File: src/rtl/fetch_pkg.sv
// Shared types and default widths for the fetch stage.
package fetch_pkg;

  localparam int PC_W   = 12;
  localparam int INST_W = 19;

  typedef struct packed {
    logic [PC_W-1:0]   pc;
    logic [INST_W-1:0] inst;
  } fetch_entry_t;

endpackage

File: src/rtl/fetch_queue.sv
// Fetch queue: small synchronous FIFO of PC/instruction pairs.
// Flush clears count and both pointers; entries are left stale.
module fetch_queue
  import fetch_pkg::*;
#(
  parameter int DEPTH = 4,
  localparam int AW = $clog2(DEPTH),
  localparam int CW = AW + 1
) (
  input  logic         clk,
  input  logic         rst_n,
  input  logic         push,
  input  logic         pop,
  input  logic         flush,
  input  fetch_entry_t wdata,
  output fetch_entry_t head,
  output logic [CW-1:0] count
);

  fetch_entry_t mem [DEPTH];
  logic [AW-1:0] wr_ptr;
  logic [AW-1:0] rd_ptr;

  assign head = mem[rd_ptr];

  always_ff @(posedge clk) begin
    if (push && !flush)
      mem[wr_ptr] <= wdata;
  end

  // Pointers wrap naturally since DEPTH is a power of two.
  always_ff @(posedge clk or negedge rst_n) begin
    if (!rst_n) begin
      wr_ptr <= '0;
      rd_ptr <= '0;
      count  <= '0;
    end else if (flush) begin
      wr_ptr <= '0;
      rd_ptr <= '0;
      count  <= '0;
    end else begin
      if (push)
        wr_ptr <= wr_ptr + AW'(1);
      if (pop)
        rd_ptr <= rd_ptr + AW'(1);
      unique case (1'b1)
        push && !pop: count <= count + CW'(1);
        pop && !push: count <= count - CW'(1);
        default:      count <= count;
      endcase
    end
  end

endmodule

File: src/rtl/fetch_unit.sv
// Instruction fetch sequencer: PC register, fetch queue and
// redirect handling feeding decode over valid/ready.
module fetch_unit
  import fetch_pkg::*;
#(
  parameter int PC_W   = fetch_pkg::PC_W,
  parameter int INST_W = fetch_pkg::INST_W,
  parameter int DEPTH  = 4,
  parameter logic [PC_W-1:0] RESET_PC = '0,
  localparam int CW = $clog2(DEPTH) + 1
) (
  input  logic              clk,
  input  logic              rst_n,
  output logic [PC_W-1:0]   imem_pc,
  input  logic [INST_W-1:0] imem_inst,
  input  logic              redirect_valid,
  input  logic [PC_W-1:0]   redirect_pc,
  output logic              id_valid,
  input  logic              id_ready,
  output logic [INST_W-1:0] id_inst,
  output logic [PC_W-1:0]   id_pc,
  output logic [CW-1:0]     occupancy
);

  localparam logic [CW-1:0] FULL = CW'(DEPTH);

  logic [PC_W-1:0] fetch_pc;
  logic [CW-1:0]   count;
  logic            push;
  logic            pop;
  fetch_entry_t    entry;
  fetch_entry_t    head;

  assign imem_pc   = fetch_pc;
  assign occupancy = count;
  assign entry     = '{pc: fetch_pc, inst: imem_inst};

  assign id_valid = (count != '0) && !redirect_valid;
  assign pop      = id_valid && id_ready;
  assign push     = !redirect_valid && ((count != FULL) || pop);

  assign id_inst = id_valid ? head.inst : '0;
  assign id_pc   = id_valid ? head.pc   : '0;

  always_ff @(posedge clk or negedge rst_n) begin
    if (!rst_n)
      fetch_pc <= RESET_PC;
    else if (redirect_valid)
      fetch_pc <= redirect_pc;
    else if (push)
      fetch_pc <= fetch_pc + PC_W'(1);
  end

  fetch_queue #(
    .DEPTH (DEPTH)
  ) u_queue (
    .clk   (clk),
    .rst_n (rst_n),
    .push  (push),
    .pop   (pop),
    .flush (redirect_valid),
    .wdata (entry),
    .head  (head),
    .count (count)
  );

endmodule
File: config.mk
export PLATFORM = sky130hd
export DESIGN_NAME = fetch_unit
export DESIGN_NICKNAME = d
export VERILOG_FILES = /design/src/rtl/fetch_pkg.sv /design/src/rtl/fetch_queue.sv /design/src/rtl/fetch_unit.sv
export SDC_FILE = /design/constraint.sdc
export NUM_CORES = 1
export LEC_CHECK = 0
export ABC_AREA = 1
export CAP_MARGIN = 0
export CORE_AREA = 3 3 132 96
export CTS_CLUSTER_DIAMETER = 120
export DETAILED_ROUTE_END_ITERATION = 8
export DIE_AREA = 0 0 135 99
export PLACE_DENSITY_LB_ADDON = 0.1
export SLEW_MARGIN = 0
export SYNTH_ARGS = -nofsm -noshare
export SYNTH_HDL_FRONTEND = slang
export SYNTH_HIERARCHICAL = 1
export SYNTH_SLANG_ARGS = --single-unit
File: constraint.sdc
create_clock -name clk -period 3.95 [get_ports clk]
set_input_delay 0.395 -clock clk [delete_from_list [all_inputs] [get_ports clk]]
set_output_delay 0.395 -clock clk [all_outputs]
set_load 0.05 [all_outputs]
======== Yosys cells after proc, flatten, opt, wreduce, memory -nomap -nowiden ========
Memories as Yosys holds them, arrays and structs flattened.
Cells that the tools add are included.
storage, ports and cells
  input port bits ......................... 35
  bits in registers ....................... 19
  bits in read-only memories .............. 0
  RAM bits ................................ 124
  memories ................................ 1
  logic and storage cells ................. 37
  output and inout bits ................... 47
  latch bits .............................. 0
memories
  memory       words  width  read ports  clocked after Yosys merged registers in  write ports  line               source
  u_queue.mem  4      31     1           0                                        1            fetch_queue.sv:20  fetch_entry_t mem [DEPTH];
cells by class
  divide/modulo/power cells ............... 0
  shifts and indexed selects .............. 0
  reductions and logical operators ........ 14
  add/sub/neg operators ................... 5
  equal/unequal tests ..................... 1
  multiply operators ...................... 0
  multiplexer cells ....................... 12
  bitwise logic cells ..................... 0
  order comparisons ....................... 0
operators with widths
  cell                   number
  $mux 12                3
  $mux 19                1
  $add 12x1->12 const B  1
  $mux 2                 4
  $logic_and 1x1->1      6
  $pmux 3 s2             1
  $reduce_bool 3->1      2
  $add 2x1->2 const B    2
  $reduce_bool 2->1      2
  $add 3x1->3 const B    1
  $logic_not 1->1        3
  $mux 3                 1
  $ne 3x3->1 const B     1
  $sub 3x1->3 const B    1
  $mux 1                 2
  $logic_or 1x1->1       1

======== Longest topological paths before layout ========
  depth in word-level cells ............... 9
  mapped depth ............................ 14
  mapped depth without buffers ............ 13

======== By module ========
The synthesis kept the hierarchy.
modules (own cells, without submodules)
  module       times used  sequential area each (µm²)  cells an instance  area each (µm²)
  fetch_queue  1           3898.7                      359                5104.9
  fetch_unit   1           300.3                       198                1158.6

======== Worst setup path after synthesis ========
Ideal clock, no wire load.
  kind .................................... register -> register
  start point ............................. reg u_queue.count[1]
  end point ............................... mem u_queue/mem[0][0] (netlist name), enable pin
  buffers on the path ..................... 0
  required time ........................... 3.531 ns
  library setup time ...................... 0.419 ns
  arrival ................................. 2.696 ns
  cell stages (with the launch flop) ...... 5
  clock period less this slack ............ 3.115 ns
  slack ................................... 0.835 ns
  path through ............................ dfrtp_1 -> nor2_4 -> a31oi_1 -> nand2_1 -> nor2_1
on the way
  cells in the longest elaborated chain, start to end .. 8
  elaborated cells between the ends (all ways) .. 9
  classes of those cells .................. 1 x eq/ne; 2 x mux; 6 x reduce/logical
ends and longest elaborated chain
  item                              line               source
  from (decl)                       fetch_queue.sv:17  output logic [CW-1:0] count
  from (signal assigned)            fetch_queue.sv:47  push && !pop: count <= count + CW'(1);
  from (signal assigned)            fetch_queue.sv:48  pop && !push: count <= count - CW'(1);
  from (signal assigned)            fetch_queue.sv:49  default: count <= count;
  $reduce_bool 3->1                 fetch_unit.sv:38   assign id_valid = (count != '0) && !redirect_valid;
  $logic_and 1x1->1                 fetch_unit.sv:38
  $logic_and 1x1->1                 fetch_unit.sv:39   assign pop = id_valid && id_ready;
  $logic_or 1x1->1 (*)              fetch_unit.sv:40   assign push = !redirect_valid && ((count != FULL) || pop);
  $logic_and 1x1->1 (*)             fetch_unit.sv:40
  via push                          fetch_unit.sv:29   logic push;
  $logic_and 1x1->1 (*)             fetch_queue.sv:27  if (push && !flush)
  $mux 1 (*)                        fetch_queue.sv:27
  $mux 1 (not written as such) (*)  fetch_queue.sv:28  mem[wr_ptr] <= wdata;
  to (decl)                         fetch_queue.sv:20
The timed path passes the listed nets; every way through them passes the cells marked *.

==> results by stage <==
STA:
- For the final routed database, the setup TNS stands at 0 ns.
- The number of setup violations in the final report is 0.
- Setup repair after global routing left no endpoint under its margin.
- The number of pins exceeding their max-slew limit in the final report came to 0.
- Hold is met by between 0.5 and 0.6 ns.
- For this run, the top clock speed supported by timing is 301.4 MHz.
- The setup slack after layout is ~0.63 ns.
- The final worst clock skew is 0.01172 ns.
- The total count of hold-check failures in the final report was 0.
- The slew at the pin closest to its max-slew limit is 0.9451 ns.
- The worst path in the final design needs a cycle of 3.318 ns, including I/O delays and setup.
- The worst pin sits at a relative slew slack of 0.3680.
- The portion of the clock cycle consumed by the worst path in the final layout is 0.8400.

Pwr:
- The net switching power is roughly 0.0011 W.
- The worst supply voltage drop on vdd is between 0.3 and 0.4 mV.
- Of the total power, the clock network draws 0.413.
- The proportion of power drawn by flip-flops and latches is 0.438.
- The combinational fraction of design power is 0.149.
- Of the total power, the share spent switching nets is 0.2696.
- The leakage power of the design is 2.965 nW.
- The power density of the placed cells is 522.3 nW/um^2.
- The internal power summed over all cells is ~0.0030 W.

Place:
- The pre-CTS setup slack is approximately 1.1 ns.
- The final estimated routing congestion in global placement is 0.8263.
- The count of buffers added on input and output ports is 81.
- The post-DP HPWL is 7502 um.

CTS:
- The number of setup buffers added after CTS is 0.
- The clock net sink count is between 100 and 150.
- The clock passes through at most 2 buffers.
- The worst-skew pair later-pin latency is around 0.42 ns.
- Once the clock tree was built, the resizer swapped 0 gates to a different size.
- The root buffer cell is clkbuf_16.
- The total CTS buffers is 17.
- The clock tree from TritonCTS is done.
- For this design, the CTS-stage hold fixing added 0 buffers.
- The deepest level of the CTS H-tree is 4.
- The clock slew at the register clock pins of the worst setup and hold paths is 0.07 ns.

Logic synthesis:
- The area of the mapped netlist is between 6000 and 7000 um^2.
- The number of distinct library cells after synthesis is 32.
- The sequential area share after synthesis is 0.6704.
- The number of instances in the synthesized netlist is 557.
- The average footprint of a synthesized cell is between 10 and 15 um^2.
- The number of warnings printed during yosys synthesis is 6.
- The count of state elements after synthesis is 143.
- When the netlist entered floorplanning its net count stood at 598.

Die:
- The area of the core is 11,520 um^2.
- The cell row count is 33.
- The die height is 99 um.
- The total die area is ~13,000 um^2.
- The effective utilization at floorplan is 0.5437.
- The die width is between 100 and 150 um.
- For this design the top-level I/O count stands at 82.

Worst setup path:
- By startpoint and endpoint, the worst setup path is classified as reg2out.
- The largest fanout of any net on the critical path is 35.
- The number of cells on the worst reg-to-reg path is 13.
- The kind of capture point of the worst setup path is a primary output.
- For the worst setup path, the data required time is 3.56 ns.
- STA classifies the critical path startpoint as a flip-flop.
- The endpoint arrival time on the critical path is 2.92 ns.
- The reg2reg setup slack is 1.44 ns.

Finish:
- The core occupancy in the finished layout is 0.6785.
- The library cell used most frequently in the layout, excluding fill and tap cells, is edfxtp_1.
- The relative area change from synthesis to final layout is 24.79%.
- The number of nets in the final layout is 681.
- The number of diodes is 0.
- After filler insertion, the fill cell instance count of the layout stands at 805.
- In the final layout, the share of cells above drive strength 1 is 0.1026.
- Leaving out fill and tap cells, the most frequent cells in the layout are edfxtp_1, nor2_1, clkdlybuf4s50_1.

Global route:
- The maximum number of pins on one net before global-route repair is 64.
- For this run, the total global-route usage over all layers was measured as 0.1993.
- The total global routing overflow is 0.
- The number of global-route vias before repair is between 4,000 and 5,000.
- The first-pass GRT wire length is 20,510 um.
- The number of antenna violations at the first check in global routing is 0.

Routing:
- The routed design has 12,730 um of wire.
- The detailed-router iteration count before antenna repair is 5.
- After detailed routing, the average wire length per cell comes to roughly 16 um.
- For this run, design rule violations remaining after detail routing come to 0.
- The post-detailed-route count of antenna-violating nets is 0.
- Detailed routing inserted a total of approximately 4,200 vias.
- The ratio of routed vias to standard cells is around 5.2.
- The initial detailed-routing violation count is about 290.

Run:
- Across the run, the number of max-cap violations was 0.

Outcome:
- The flow ran to the end, and the final reports show no timing, DRC or antenna violations.

Min path:
- The worst hold path belongs to the class in2async.
[per-layer routing]
metal,vias up,share of wire,track usage
met1,2022,0.46,0.2775
li1,2073,-,-
met3,8,0.057,0.05612
met2,126,0.48,0.3070
met4,0,0.0080,0.06584
met5,-,0,0
[cells in the mapped netlist]
cell      instances  share of area
a31oi_1           3         0.0030
inv_1            58          0.035
nand3_2           1         0.0016
buf_2             8         0.0064
nand2_2           1         0.0010
o211ai_1          3         0.0036
nand4_4           1         0.0034
o21ai_1          61          0.049
o22ai_1          28          0.028
ha_1              5          0.010
nand3b_1          1         0.0012
nor3_1            1        0.00080
nand2_1          60          0.036
nor2_1          112          0.067
xor2_1            2         0.0028
a21oi_1           5         0.0040
or2_2             2         0.0020
a21oi_2           2         0.0028
inv_8             1         0.0018
buf_4             4         0.0048
nand4_1           1         0.0010
clkinv_1          1        0.00060
nand3_1          16          0.013
nor2_4            3         0.0054
o21ai_0           9         0.0072
edfxtp_1        124           0.59
inv_2             4         0.0024
nor2_2            4         0.0040
fa_1              1         0.0032
dfrtp_1          19          0.076
o22ai_2           3         0.0060
buf_6            13          0.023
[worst max-delay path, stage by stage, from the launching register on]
cell,delay (ns)
dfrtp_2,0.87
buf_12,0.27
o21ai_1,0.11
o22ai_1,0.23
inv_1,0.07
nor2_1,0.11
clkdlybuf4s50_1,0.82
[through the flow]
step,instances,cell area (um^2),power [W]
finish,810,7816,0.004082
global route,810,7816,0.004236
CTS,810,7816,0.004112
detailed placement,778,7183,0.002427
global placement,778,7183,0.002416
floorplan,557,6264,0.002222
[registers in the layout (all words and copies together), names as in the netlist]
signal	count
u_queue/mem	124
imem_pc	12
u_queue/wr_ptr	2
u_queue/rd_ptr	2
u_queue/count	3
[power by group through the flow]
stage | Clock, W | Combinational (W) | Sequential [W]
5_1_grt | 0.00178 | 0.000658 | 0.00179
4_1_cts | 0.00171 | 0.000612 | 0.00179
6_report | 0.00169 | 0.000607 | 0.00179
2_1_floorplan | 0 | 0.000364 | 0.00186
3_5_place_dp | 0 | 0.000609 | 0.00182
3_3_place_gp | 0 | 0.000601 | 0.00182
[cell families after synthesis]
family	synth area share
AND/OR/NAND/NOR	0.1362
flip-flops	0.6704
AO/OA/AOI/OAI	0.1033
buffers and inverters	0.07411
adder cells (fa/ha/maj)	0.01318
XOR/XNOR	0.002797
[cell type report]
type                       count  area [um^2]  share of cell area
sequential                   143         4200              0.5374
multi-input combinational    325         1630              0.2086
timing repair buffer          89        908.4              0.1162
clock buffer                  17        425.4             0.05443
inverter                      64        247.7             0.03170
clock inverter                15        207.7             0.02657
tap                          157        196.4             0.02513
[final timing paths]
path / start / to
max: u_queue/rd_ptr[0] / id_pc[8]
min reg2reg: u_queue/wr_ptr[1] / u_queue/wr_ptr[1]
min in group clk: u_queue/wr_ptr[1] / u_queue/wr_ptr[1]
max reg2reg: u_queue/count[1] / u_queue/count[2]
min: rst_n / imem_pc[10]
max in group asynchronous: rst_n / u_queue/rd_ptr[0]
Note: power is estimated with default switching activity, not from simulation.
